[src/rtl/psram_dev_resp.sv]
// PSRAM link responder: oversampled SPI/QPI target that maps
// read, write and ID commands onto a synchronous byte-wide memory port.
module psram_dev_resp #(
    parameter int          ADDR_WIDTH = 24,
    parameter int          WAIT_CYC   = 6,
    parameter logic [31:0] ID_WORD    = 32'h0D5D_0000
) (
    input  logic                  clk_i,
    input  logic                  rst_i,
    input  logic                  sck_i,
    input  logic                  ce_n_i,
    input  logic [3:0]            sio_i,
    output logic [3:0]            sio_o,
    output logic [3:0]            sio_oe_o,
    output logic                  qpi_o,
    output logic                  mem_re_o,
    output logic                  mem_we_o,
    output logic [ADDR_WIDTH-1:0] mem_addr_o,
    output logic [7:0]            mem_wdata_o,
    input  logic [7:0]            mem_rdata_i
);

    localparam logic [2:0] S_IDLE   = 3'd0;
    localparam logic [2:0] S_CMD    = 3'd1;
    localparam logic [2:0] S_ADDR   = 3'd2;
    localparam logic [2:0] S_WAIT   = 3'd3;
    localparam logic [2:0] S_RDATA  = 3'd4;
    localparam logic [2:0] S_WDATA  = 3'd5;
    localparam logic [2:0] S_ID     = 3'd6;
    localparam logic [2:0] S_IGNORE = 3'd7;

    localparam int AQ = (ADDR_WIDTH + 3) / 4;

    logic       sck_m, sck_s, sck_q;
    logic       ce_m, ce_s, ce_q;
    logic [3:0] sio_m, sio_s;
    logic       sck_rise, sck_fall, ce_rise, ce_fall;

    logic [2:0]            state;
    logic [7:0]            cnt;
    logic [7:0]            cmd;
    logic                  cmd_ok;
    logic                  armed;
    logic                  quad;
    logic                  rd;
    logic                  fast;
    logic [ADDR_WIDTH-1:0] addr;
    logic [7:0]            wsh;
    logic [7:0]            rsh;
    logic [7:0]            pf;
    logic                  re_d;
    logic [31:0]           idsh;

    logic [7:0]            cmd_nx;
    logic                  cmd_last;
    logic [ADDR_WIDTH-1:0] addr_nx;
    logic [ADDR_WIDTH-1:0] addr_inc;
    logic                  addr_last;
    logic [7:0]            wsh_nx;
    logic                  byte_last;
    logic [7:0]            rcur;

    logic [2:0] dec_state;
    logic       dec_quad;
    logic       dec_rd;
    logic       dec_fast;

    always_ff @(posedge clk_i or posedge rst_i) begin
        if (rst_i) begin
            sck_m <= 1'b0;
            sck_s <= 1'b0;
            sck_q <= 1'b0;
            ce_m  <= 1'b0;
            ce_s  <= 1'b0;
            ce_q  <= 1'b0;
            sio_m <= 4'h0;
            sio_s <= 4'h0;
        end else begin
            sck_m <= sck_i;
            sck_s <= sck_m;
            sck_q <= sck_s;
            ce_m  <= ce_n_i;
            ce_s  <= ce_m;
            ce_q  <= ce_s;
            sio_m <= sio_i;
            sio_s <= sio_m;
        end
    end

    assign sck_rise = sck_s & ~sck_q;
    assign sck_fall = ~sck_s & sck_q;
    assign ce_rise  = ce_s & ~ce_q;
    assign ce_fall  = ~ce_s & ce_q;

    assign cmd_nx    = qpi_o ? {cmd[3:0], sio_s} : {cmd[6:0], sio_s[0]};
    assign cmd_last  = (cnt == (qpi_o ? 8'd1 : 8'd7));
    assign addr_nx   = quad ? ADDR_WIDTH'({addr, sio_s})
                            : ADDR_WIDTH'({addr, sio_s[0]});
    assign addr_inc  = addr + ADDR_WIDTH'(1);
    assign addr_last = (cnt == (quad ? 8'(AQ - 1) : 8'(ADDR_WIDTH - 1)));
    assign wsh_nx    = quad ? {wsh[3:0], sio_s} : {wsh[6:0], sio_s[0]};
    assign byte_last = (cnt == (quad ? 8'd1 : 8'd7));
    // first byte may arrive in the same cycle as the first data fall
    assign rcur      = (cnt == 8'd0) ? (re_d ? mem_rdata_i : pf) : rsh;

    always_comb begin
        dec_state = S_IGNORE;
        dec_quad  = qpi_o;
        dec_rd    = 1'b0;
        dec_fast  = 1'b0;
        case (cmd_nx)
            8'h03: begin
                if (!qpi_o) begin
                    dec_state = S_ADDR;
                    dec_rd    = 1'b1;
                end
            end
            8'h0B: begin
                dec_state = S_ADDR;
                dec_rd    = 1'b1;
                dec_fast  = 1'b1;
            end
            8'hEB: begin
                dec_state = S_ADDR;
                dec_rd    = 1'b1;
                dec_fast  = 1'b1;
                dec_quad  = 1'b1;
            end
            8'h02: dec_state = S_ADDR;
            8'h38: begin
                dec_state = S_ADDR;
                dec_quad  = 1'b1;
            end
            8'h9F: begin
                if (!qpi_o) dec_state = S_ID;
            end
            default: ;
        endcase
    end

    always_ff @(posedge clk_i or posedge rst_i) begin
        if (rst_i) begin
            state       <= S_IDLE;
            cnt         <= 8'd0;
            cmd         <= 8'd0;
            cmd_ok      <= 1'b0;
            armed       <= 1'b0;
            quad        <= 1'b0;
            rd          <= 1'b0;
            fast        <= 1'b0;
            addr        <= '0;
            wsh         <= 8'd0;
            rsh         <= 8'd0;
            pf          <= 8'd0;
            re_d        <= 1'b0;
            idsh        <= 32'd0;
            sio_o       <= 4'h0;
            sio_oe_o    <= 4'h0;
            qpi_o       <= 1'b0;
            mem_re_o    <= 1'b0;
            mem_we_o    <= 1'b0;
            mem_addr_o  <= '0;
            mem_wdata_o <= 8'd0;
        end else begin
            mem_re_o <= 1'b0;
            mem_we_o <= 1'b0;
            re_d     <= mem_re_o;
            if (re_d) pf <= mem_rdata_i;
            if (ce_rise) begin
                state    <= S_IDLE;
                sio_o    <= 4'h0;
                sio_oe_o <= 4'h0;
                cmd_ok   <= 1'b0;
                // mode changes only land once the frame is closed
                if (cmd_ok) begin
                    case (cmd)
                        8'h35: qpi_o <= 1'b1;
                        8'hF5: qpi_o <= 1'b0;
                        8'h99: if (armed) qpi_o <= 1'b0;
                        default: ;
                    endcase
                end
                armed <= cmd_ok && (cmd == 8'h66);
            end else begin
                case (state)
                    S_IDLE: begin
                        if (ce_fall) begin
                            state  <= S_CMD;
                            cnt    <= 8'd0;
                            cmd_ok <= 1'b0;
                        end
                    end
                    S_CMD: begin
                        if (sck_rise) begin
                            cmd <= cmd_nx;
                            cnt <= cnt + 8'd1;
                            if (cmd_last) begin
                                cmd_ok <= 1'b1;
                                cnt    <= 8'd0;
                                state  <= dec_state;
                                quad   <= dec_quad;
                                rd     <= dec_rd;
                                fast   <= dec_fast;
                                idsh   <= ID_WORD;
                            end
                        end
                    end
                    S_ADDR: begin
                        if (sck_rise) begin
                            addr <= addr_nx;
                            cnt  <= cnt + 8'd1;
                            if (addr_last) begin
                                cnt <= 8'd0;
                                if (!rd) begin
                                    state <= S_WDATA;
                                end else if (fast && WAIT_CYC > 0) begin
                                    state <= S_WAIT;
                                end else begin
                                    state      <= S_RDATA;
                                    mem_re_o   <= 1'b1;
                                    mem_addr_o <= addr_nx;
                                end
                            end
                        end
                    end
                    S_WAIT: begin
                        if (sck_rise) begin
                            cnt <= cnt + 8'd1;
                            if (cnt == 8'(WAIT_CYC - 1)) begin
                                cnt        <= 8'd0;
                                state      <= S_RDATA;
                                mem_re_o   <= 1'b1;
                                mem_addr_o <= addr;
                            end
                        end
                    end
                    S_RDATA: begin
                        if (sck_fall) begin
                            sio_oe_o <= quad ? 4'hF : 4'b0010;
                            sio_o    <= quad ? rcur[7:4]
                                             : {2'b00, rcur[7], 1'b0};
                            rsh      <= quad ? {rcur[3:0], 4'h0}
                                             : {rcur[6:0], 1'b0};
                            cnt      <= byte_last ? 8'd0 : cnt + 8'd1;
                            // prefetch as the last slice of a byte leaves
                            if (byte_last) begin
                                mem_re_o   <= 1'b1;
                                addr       <= addr_inc;
                                mem_addr_o <= addr_inc;
                            end
                        end
                    end
                    S_WDATA: begin
                        if (sck_rise) begin
                            wsh <= wsh_nx;
                            cnt <= cnt + 8'd1;
                            if (byte_last) begin
                                cnt         <= 8'd0;
                                mem_we_o    <= 1'b1;
                                mem_wdata_o <= wsh_nx;
                                mem_addr_o  <= addr;
                                addr        <= addr_inc;
                            end
                        end
                    end
                    S_ID: begin
                        if (sck_fall) begin
                            sio_oe_o <= 4'b0010;
                            sio_o    <= {2'b00, idsh[31], 1'b0};
                            idsh     <= {idsh[30:0], 1'b0};
                        end
                    end
                    default: ;
                endcase
            end
        end
    end

endmodule

[config.mk]
export PLATFORM = sky130hd
export DESIGN_NAME = psram_dev_resp
export DESIGN_NICKNAME = d
export VERILOG_FILES = /design/src/rtl/psram_dev_resp.sv
export SDC_FILE = /design/constraint.sdc
export NUM_CORES = 1
export LEC_CHECK = 0
export ABC_CLOCK_PERIOD_IN_PS = 5830
export CAP_MARGIN = 25
export CORE_ASPECT_RATIO = 1.2
export CORE_UTILIZATION = 28
export DETAILED_ROUTE_END_ITERATION = 12
export HOLD_SLACK_MARGIN = 0.03
export SLEW_MARGIN = 10
export SYNTH_ARGS = -nofsm -noshare
export SYNTH_HDL_FRONTEND = slang
export SYNTH_SLANG_ARGS = --single-unit
[constraint.sdc]
create_clock -name clk_i -period 5.83 [get_ports clk_i]
set_input_delay 1.166 -clock clk_i [delete_from_list [all_inputs] [get_ports clk_i]]
set_output_delay 1.166 -clock clk_i [all_outputs]
set_load 0.02 [all_outputs]
* Yosys cells after proc, flatten, opt, wreduce, memory -nomap -nowiden
Cells that the tools add are included.
Storage, ports and cells: memory bits (read-only) 0, memory bits (writable) 0, output and inout port bits 43, word-level logic and storage cells 199, register bits after elaboration 161, memories kept 0, bits in latches 0
Operators by class: $lt $le $gt $ge 0, div/mod/pow operators 0, add/sub/neg operators 2, shift-type cells 0, reductions and logical operators 27, $mul 0, mux-type cells 88, bitwise operators 9, equality and inequality tests 44
Operators with widths (number):
- $mux W24 | 15
- $mux W8 | 15
- $mux W32 | 3
- $pmux W24 S4 | 1
- $pmux W24 S3 | 1
- $pmux W32 S2 | 1
- $pmux W8 S6 | 1
- $mux W3 | 13
- $eq A8 B8 Y1 const B | 4
- $mux W4 | 8
- $ne A2 B2 Y1 const B | 15
- $ne A3 B3 Y1 const B | 9
- $add A24 B1 Y24 const B | 1
- $mux W1 | 21
- $eq A8 B2 Y1 const B | 2
- $eq A8 B3 Y1 | 2
- $eq A8 B6 Y1 const B | 2
- $pmux W4 S2 | 2
- $reduce_and A4 Y1 | 4
- $reduce_and A8 Y1 | 2
- $pmux W3 S4 | 1
- $reduce_and A12 Y1 | 1
- $reduce_and A3 Y1 | 4
- $reduce_bool A3 Y1 | 4
- other kinds (24) | 38

* Logic depth before layout (Yosys ltp)
Gate-level depths: netlist of run 1.
depth after elaboration 8, depth in mapped cells 11

* Worst setup path before layout of run 1
No wires, ideal clock.
path kind input port to flip-flop, start in mem_rdata_i[5], end reg sio_o[1], path slack 3637 ps, path buffers 0, stages on the path 5, required time 5708 ps, arrival 2072 ps, path through mux2_2 mux2_2 nand2_1 o211ai_1 a32o_1
On the way: cells in the longest elaborated chain, start to end 6
Ends and longest elaborated chain:
- start: declaration | line 20 | input logic [7:0] mem_rdata_i
- $mux W8
- $mux W8 | line 104 | assign rcur = (cnt == 8'd0) ? (re_d ? mem_rdata_i : pf) : rsh;
- $mux W4 | line 240 | sio_o <= quad ? rcur[7:4]
- $mux W4 | line 238 | if (sck_fall) begin
- $pmux W4 S2 | line 185 | case (state)
- $mux W4 | line 169 | if (ce_rise) begin
- end signal: assignment | line 240
- end signal: assignment | line 269 | sio_o <= {2'b00, idsh[31], 1'b0};
- end: declaration | line 13 | output logic [3:0] sio_o,
Every way passes these cells. The select of a mux whose other input is x is not followed. A chain may end at the register's enable or synchronous reset.

* Final worst setup path of run 1
start reg state[0], end reg mem_wdata_o[0]
On the way: cells in the longest elaborated chain, start to end 2
Ends and longest elaborated chain:
- start: declaration | line 39 | logic [2:0] state;
- start signal: assignment | line 200 | state <= dec_state;
- $eq A3 B3 Y1 | line 185
- $reduce_and A4 Y1 (no source line)
- end signal: assignment | line 260 | mem_wdata_o <= wsh_nx;
- end: declaration | line 19 | output logic [7:0] mem_wdata_o,
Every way passes these cells.

==> results_dict.tcl, run 1 <==
set metrics [dict create \
    status "completed" \
    synth.largest_area_cell "dfrtp_1" \
    synth_compound_area_frac 0.214 \
    synthAdderAreaFrac 0.00953 \
    place.gp.congestion 0.875 \
    num_vias 6668 \
    yosys-top-cells-area "dfrtp_1 45%, a21oi_1 5.1%, mux2_2 5.1%, nand2_1 4.9%, o21ai_0 4.0%" \
    cts_setup_buffers 0 \
    cp-end-kind "flop" \
    muxShareOfSynthArea 0.0883 \
    slew_headroom 0.345 \
    vdd.ir_drop.worst_v 0.000163 \
    first_global_vias 6371 \
    crit_path_start "state[0]$_DFFE_PP0P_" \
    synth_top_family_by_area "compound AO/OA/AOI/OAI gates" \
    hold_viol 0 \
    cp.arrival_ps 3880 \
    pwr-share-clk 0.269 \
    fin_crit_ps 3570 \
    p_per_area_nw_per_um2 461 \
    cts-root-buf "clkbuf_16" \
    swShare 0.403 \
    pwr-share-comb 0.360 \
    cts.path.max_buffers 2 \
    viasPerCell 5.25 \
    io-pin-count 59 \
    finalSetupViolCount 0 \
    syn-mean-instance-area_um2 9.11 \
    max_cap_viol_count 0 \
    synth_common_cells "142 x dfrtp_1, 102 x nand2_1, 81 x a21oi_1, 74 x nor2_1, 63 x o21ai_0" \
    ys_seq_area_frac 0.451 \
    path_max_fanout 22 \
    yosys_warnings 0 \
    synth-xor-area-share 0.0111 \
    rsz0062_at_grt "no" \
    dr.pass1.iters 5 \
    start_util 0.287 \
    cts_tree "done" \
    antenna_found_initial 0 \
    core-area_um2 27400 \
    max_slew.worst_pin.slew_ps 983 \
    pwr-share-seq 0.371 \
    finalPower_mw 4.30 \
    place_inst 1237 \
    final_max_slew_viol_count 0 \
    fin_setup_tns_ps 0 \
    cts_hold_repair.buffers 0 \
    remaining_drc_errors 0 \
    internal_power_mw 2.57 \
    path_class "reg -> reg" \
    area_growth_pct 18.4 \
    grt_max_degree 95 \
    cp.required_ps 6140 \
    syn-num-nets 887 \
    hold_path.class "reg -> reg" \
    synth.distinct_cells 74 \
    p_leak_nw 3.85 \
    synth_edf_count 0 \
    cp-start-kind "flop" \
    setup_slack_ps 2260 \
    finalCritPeriodShare 0.612 \
    r2r_start "state[0]$_DFFE_PP0P_" \
    final.setup_skew_ps 8.41 \
    synthSimpleGateAreaFrac 0.176 \
    n_fill_cell 2856 \
    row_count 66 \
    syn_inst 865 \
    dp_hpwl_um 14200 \
    nets 905 \
    htreeDepth 4 \
    ys_ff_latch 142 \
    dp_worst_setup_slack_ps 2220 \
    synth_top_area_frac 0.451 \
    min_from "sio_m[3]$_DFF_PP0_" \
    wl_per_cell_um 16.3 \
    clkSlewWorstSetupHoldPaths_ps 60 \
    chipWidth_um 155 \
    max_freq_mhz 280 \
    numCtsBuffers 17 \
    die_y_um 186 \
    die-area_um2 28800 \
    drive_gt1_frac 0.106 \
    grt_pass1_wl_um 33800 \
    p_sw_mw 1.73 \
    clock_latency_ps 420 \
    postSynth.asyncResetShare 1.00 \
    synth_most_common_cell "dfrtp_1" \
    ant_nets 0 \
    clock_sinks 142 \
    instances_no_fill 1270 \
    syn-cell-area_um2 7880 \
    cts_resized 0 \
    drtIter0Drc 522 \
    port_buffers 58 \
    overflow 0 \
    routed_wl_um 20700 \
    track_usage 0.149 \
    diodes 0 \
    fin_util 0.340 \
    synthFlopType "dfrtp_1" \
]
==> flip-flops by register name, indices dropped and copies added, names as in the netlist, 2 cells and up <==
name and count:
sio_s 4, wsh 7, state 3, cnt 8
mem_addr_o 24, pf 8, sio_m 4, addr 24
idsh 16, cmd 8, rsh 7, sio_o 4
mem_wdata_o 8, sio_oe_o 2
==> logic make-up (layout without fill, tap and decap cells) <==
| family | Yosys count | after routing |
|---|---|---|
| AND/OR/NAND/NOR | 288 | 288 |
| AO/OA/AOI/OAI | 263 | 263 |
| flip-flops | 142 | 142 |
| buffers and inverters | 91 | 122 |
| multiplexers | 65 | 65 |
| XOR/XNOR | 10 | 10 |
| adder cells (fa/ha/maj) | 6 | 6 |
==> worst paths after layout <==
check	slack, ps	to	depth (start not counted)
max reg2reg	2260	mem_wdata_o[0]$_DFFE_PP0P_	5
min	350	sio_s[3]$_DFF_PP0_	0
max	2260	mem_wdata_o[0]$_DFFE_PP0P_	5
min reg2reg	350	sio_s[3]$_DFF_PP0_	0
min in group asynchronous	1300	re_d$_DFF_PP0_	2
max in group asynchronous	3570	quad$_DFFE_PP0P_	3
==> layout by cell type (no fill, tap or decap), types with 7 or more instances in the layout <==
cell and instances:
o21ai_0 63, mux2i_1 29, nand2_1 102, a22o_1 10, dfrtp_1 141, nor2_1 74, nor4_1 8, a21o_1 10
a21oi_1 81, nor3_1 15, mux2_2 36, a2bb2oi_1 7, nand4_1 8, buf_4 7, o22a_1 9, o22ai_1 17
clkbuf_16 17, a31oi_1 9, inv_1 22, nand2b_1 9, nand3_1 24, clkdlybuf4s50_1 58
==> worst max-delay path: stages (launching register included) <==
cell and delay (ps):
dfrtp_1 830, inv_1 490, nor2_1 370, and3_1 530
nor2b_1 810, mux2_2 410
==> power by group through the flow <==
stage,logic (mW),registers (mW),clock network (mW)
6_report,1.55,1.60,1.16
5_1_grt,1.72,1.65,1.24
4_1_cts,1.55,1.59,1.18
3_5_place_dp,1.55,1.61,0
3_3_place_gp,1.53,1.61,0
2_1_floorplan,1.21,1.45,0
==> per-stage QoR <==
step / cell area, um^2 / hold WS (ps)
6_report: 9330 / 348
3_5_place_dp: 8690 / 336
3_3_place_gp: 8690 / 332
5_1_grt: 9330 / 356
4_1_cts: 9320 / 350
2_1_floorplan: 7880 / 331
==> layer usage <==
metal	GRT usage	wire (um)	share of wire
met5	0	0	0
met2	0.259	10600	0.51
met1	0.184	8790	0.43
met4	0.0543	441	0.021
met3	0.0254	810	0.039
==> final cells by class <==
| type | count | area (um^2) | share of cell area |
|---|---|---|---|
| Tap cell | 374 | 468 | 0.0501 |
| Inverter | 24 | 95.1 | 0.0102 |
| Clock buffer | 17 | 425 | 0.0456 |
| Clock inverter | 15 | 201 | 0.0216 |
| Sequential cell | 142 | 3550 | 0.381 |
| Timing Repair Buffer | 66 | 648 | 0.0695 |
| Multi-Input combinational cell | 632 | 3940 | 0.422 |
(Power assumes the default switching activity.)
==> inputs of run 2 (changes only) <==
ABC_CLOCK_PERIOD_IN_PS = 3200   (was 5830)
clock period = 3.2 ns   (was 5.83 ns; I/O delays follow)
==> run 2 against run 1 <==
  * Maximum frequency increased by 32%
  * Wire length up 2.2%
  * Clock power up 74%
  * Clock skew rose by 4.1 ps
  * First-iteration DRC count fell by 11%
  * Non-clock buffer count rose by 14
  * Sequential share of layout area shrank 0.42 points
  * Hold slack better by 3.0 ps
  * Combinational power rose by 90%
  * Sequential power grew 77%
  * Critical endpoint is now mem_addr_o[14]$_DFFE_PP0P_
  * Largest power group is now combinational cells
  * Highest routed layer unchanged
==> results_dict.tcl, run 2 (synthesis results as in run 1) <==
set metrics [dict create \
    ant_nets 0 \
    antenna_found_initial 0 \
    cp-start-kind "flop" \
    die-area_um2 28800 \
    drtIter0Drc 466 \
    met1_usage 0.185 \
    port_buffers 58 \
    internal_power_mw 4.70 \
    final_cell_mix "141 x dfrtp_1, 102 x nand2_1, 81 x a21oi_1" \
    area_growth_pct 19.7 \
    max_freq_mhz 369 \
    viasPerCell 5.19 \
    dr.pass1.iters 7 \
    ff2ff_setup_slack_ps 490 \
    use_met3 0.0298 \
    p_leak_nw 3.91 \
    hold_path.class "reg -> reg" \
    cts_resized 0 \
    track_usage 0.154 \
    cp.arrival_ps 3090 \
    final.setup_skew_ps 12.5 \
    p_sw_mw 3.10 \
    dp_hpwl_um 14400 \
    overflow 0 \
    final_common_cell "dfrtp_1" \
    clock_sinks 142 \
    clkSlewWorstSetupHoldPaths_ps 70 \
    cp-end-kind "flop" \
    finalPower_mw 7.80 \
    pwr-share-comb 0.378 \
    drive_gt1_frac 0.119 \
    max_cap_viol_count 0 \
    swShare 0.398 \
    cts.path.max_buffers 2 \
    grt_max_degree 68 \
    stdcell_area_um2 9440 \
    grt_util_met2 0.264 \
    vdd.ir_drop.worst_v 0.000289 \
    io-pin-count 59 \
    fin_util 0.344 \
    fin_crit_ps 2710 \
    finalCritPeriodShare 0.847 \
    cts-root-buf "clkbuf_16" \
    wl_per_cell_um 16.4 \
    row_count 66 \
    remaining_drc_errors 0 \
    cp.required_ps 3580 \
    core-area_um2 27400 \
    fin_setup_tns_ps 0 \
    max_slew.worst_pin.slew_ps 752 \
    pwr-share-clk 0.259 \
    start_util 0.287 \
    cts_setup_buffers 0 \
    finalSetupViolCount 0 \
    routed_wl_um 21100 \
    nets 919 \
    htreeDepth 4 \
    first_global_vias 6706 \
    die_y_um 186 \
    cts_hold_repair.buffers 0 \
    num_vias 6660 \
    hold_viol 0 \
    placed_cell_area_um2 8840 \
    slew_headroom 0.498 \
    final_max_slew_viol_count 0 \
    n_fill_cell 2842 \
    chipWidth_um 155 \
    p_per_area_nw_per_um2 826 \
    pwr-share-seq 0.363 \
    grt_pass1_wl_um 35000 \
    numCtsBuffers 17 \
    grt-busiest-layer "met2" \
    clock_latency_ps 430 \
    path_max_fanout 16 \
    rsz0062_at_grt "no" \
    reg_top3 "addr (24), mem_addr_o (24), idsh (16)" \
    status "completed" \
    diodes 0 \
    place.gp.congestion 0.859 \
    cts_tree "done" \
    path_class "reg -> reg" \
]
run 2: changes by cell type in the layout (fill, tap and decap cells not counted), sizes merged:
| cell | change |
|---|---|
| inv | -7 |
| clkbuf | +1 |
| buf | +14 |
| clkinvlp | +2 |
| clkinv | +4 |
run 2: path summary, 6_finish.rpt:
kind / startpoint / end / cells past startpoint
max: state[1]$_DFFE_PP0P_ / mem_addr_o[14]$_DFFE_PP0P_ / 7
min: sio_m[3]$_DFF_PP0_ / sio_s[3]$_DFF_PP0_ / 0
max reg2reg: state[1]$_DFFE_PP0P_ / mem_addr_o[14]$_DFFE_PP0P_ / 7
min reg2reg: sio_m[3]$_DFF_PP0_ / sio_s[3]$_DFF_PP0_ / 0
max in group asynchronous: rst_i / mem_wdata_o[5]$_DFFE_PP0P_ / 3
min in group asynchronous: rst_i / ce_s$_DFF_PP0_ / 3
run 2: routing by layer:
layer / wire length (um) / part of all wire
met1: 9180 / 0.43
met2: 10600 / 0.50
met3: 825 / 0.039
met4: 527 / 0.025
met5: 0 / 0
run 2: final cells by class:
class,count,area (um^2),area share
Tap cell,374,468,0.0496
Clock buffer,18,429,0.0455
Sequential cell,142,3550,0.377
Clock inverter,14,169,0.0179
Inverter,24,93.8,0.00994
Multi-Input combinational cell,632,3940,0.417
Timing Repair Buffer,80,783,0.0830
run 2: worst max-delay path, stage by stage, from the launching register on:
cell	delay, ps
dfrtp_1	570
buf_4	290
nor2_1	460
nand2_1	510
o21ba_2	400
o21ai_0	70
o311ai_0	130
mux2_2	220
run 2: through the flow:
stage	hold WS [ps]	cells	setup slack (ps)
floorplan	331	865	783
global placement	334	1252	627
detailed placement	340	1252	540
CTS	354	1284	527
global route	367	1284	320
finish	351	1284	489
run 2: power groups by stage:
stage | Sequential [mW] | Combinational, mW | Clock [mW]
2_1_floorplan | 2.65 | 2.20 | 0
3_3_place_gp | 2.84 | 2.91 | 0
3_5_place_dp | 2.85 | 2.94 | 0
4_1_cts | 2.82 | 2.95 | 2.08
5_1_grt | 2.92 | 3.28 | 2.15
6_report | 2.83 | 2.94 | 2.02
==> inputs of run 3 (changes only) <==
ABC_CLOCK_PERIOD_IN_PS = 2550   (was 3200)
clock period = 2.55 ns   (was 3.2 ns; I/O delays follow)
==> run 3 against run 2 <==
  * Hold slack worse by 20 ps
  * Register-to-register slack worse by 310 ps
  * Die area unchanged
  * Clock skew down 2.7 ps
  * Wire length about the same
  * Largest power group unchanged
  * Cell area up 2.9%
  * Via count up 0.80%
  * Sequential cell count unchanged
  * Non-clock buffer count up 32
  * First-iteration DRC count down 8.2%
==> results_dict.tcl, run 3 (synthesis results as in run 1) <==
set metrics [dict create \
    overflow 0 \
    cp.required_ps 2890 \
    slowest_stage "nor4_4" \
    cts.path.max_buffers 2 \
    diodes 0 \
    ant_nets 0 \
    first_global_vias 6414 \
    cts_hold_repair.buffers 0 \
    path_class "reg -> reg" \
    dp_hpwl_um 14800 \
    row_count 66 \
    chipWidth_um 155 \
    routed_wl_um 21100 \
    rsz0062_at_grt "no" \
    final_common_cell "dfrtp_1" \
    port_buffers 58 \
    wl_per_cell_um 16.0 \
    die-area_um2 28800 \
    remaining_drc_errors 0 \
    drive_gt1_frac 0.149 \
    htreeDepth 4 \
    place.gp.congestion 0.880 \
    p_leak_nw 4.08 \
    crit_path_start "cnt[3]$_DFFE_PP0P_" \
    io-pin-count 59 \
    drtIter0Drc 428 \
    grt_max_degree 84 \
    cts_resized 0 \
    cp.arrival_ps 2710 \
    nets 951 \
    final_cell_mix "141 x dfrtp_1, 102 x nand2_1, 81 x a21oi_1" \
    track_usage 0.152 \
    cp-end-kind "flop" \
    setup_slack_ps 182 \
    viasPerCell 5.10 \
    hold_viol 0 \
    slew_headroom 0.638 \
    ff2ff_setup_slack_ps 180 \
    antenna_found_initial 0 \
    final.setup_skew_ps 9.84 \
    clock_latency_ps 430 \
    clock_sinks 142 \
    area_growth_pct 23.2 \
    numCtsBuffers 17 \
    clkSlewWorstSetupHoldPaths_ps 60 \
    vdd.ir_drop.worst_v 0.000553 \
    r2r_start "cnt[3]$_DFFE_PP0P_" \
    finalCritPeriodShare 0.929 \
    reg_top3 "addr (24), mem_addr_o (24), idsh (16)" \
    start_util 0.287 \
    max_cap_viol_count 0 \
    hold_path.class "in -> async" \
    cp-start-kind "flop" \
    num_vias 6713 \
    cts-root-buf "clkbuf_16" \
    grt_pass1_wl_um 34500 \
    p_per_area_nw_per_um2 1050 \
    fin_setup_tns_ps 0 \
    max_slew.worst_pin.slew_ps 535 \
    path_cells "nor4_4 -> o211ai_2 -> a21boi_4 -> or3_1 -> buf_4 -> a21oi_1 -> a2bb2oi_1" \
    dr.pass1.iters 5 \
    core-area_um2 27400 \
    finalSetupViolCount 0 \
    fin_util 0.354 \
    cts_setup_buffers 0 \
    die_y_um 186 \
    max_freq_mhz 422 \
    status "completed" \
    dp_worst_setup_slack_ps 196 \
    fin_crit_ps 2370 \
    critPathMaxStageDelay_ps 480 \
    path_max_fanout 18 \
    cts_tree "done" \
    final_max_slew_viol_count 0 \
]
-- run 3: report_power, final --
group | internal [mW] | leakage (nW) | switching, mW
combinational | 1.77 | 1.90 | 2.34
clock | 1.56 | 0.293 | 1.07
sequential | 2.82 | 1.89 | 0.651
-- run 3: worst max-delay path, delay by kind of cell (launching register included) --
family	cells	cell delay, ps
AND/OR/NAND/NOR	2	820
buffers and inverters	1	220
flip-flops	1	440
AO/OA/AOI/OAI	4	810
-- run 3: per-layer routing --
metal	global-route usage	vias up	wire (um)
met5	0	-	0
li1	-	3267	-
met2	0.257	158	10500
met1	0.192	3254	9320
met4	0.0610	0	465
met3	0.0286	34	768
-- run 3: metrics by stage --
step                hold WS (ps)  instance area, um^2  std cells  power, mW
floorplan                    331                 7890        865       6.08
global placement             334                 9100       1284       7.57
detailed placement           335                 9100       1284       7.61
CTS                          319                 9710       1315       10.3
global route                 322                 9710       1315       10.9
finish                       331                 9710       1315       10.2
-- run 3: area by class of cell --
type	instances	area, um^2
Timing Repair Buffer	112	1050
Sequential cell	142	3550
Inverter	24	93.8
Clock inverter	14	183
Fill cell	2888	17700
Multi-Input combinational cell	632	3940
Tap cell	374	468
Clock buffer	17	425
-- run 3: final timing paths --
| kind | end | cells past startpoint |
|---|---|---|
| min | sck_m$_DFF_PP0_ | 2 |
| max | addr[6]$_DFFE_PP0P_ | 7 |
| max reg2reg | addr[6]$_DFFE_PP0P_ | 7 |
| min reg2reg | sio_s[0]$_DFF_PP0_ | 0 |
| max in group asynchronous | addr[12]$_DFFE_PP0P_ | 3 |
| min in group clk_i | sio_s[0]$_DFF_PP0_ | 0 |
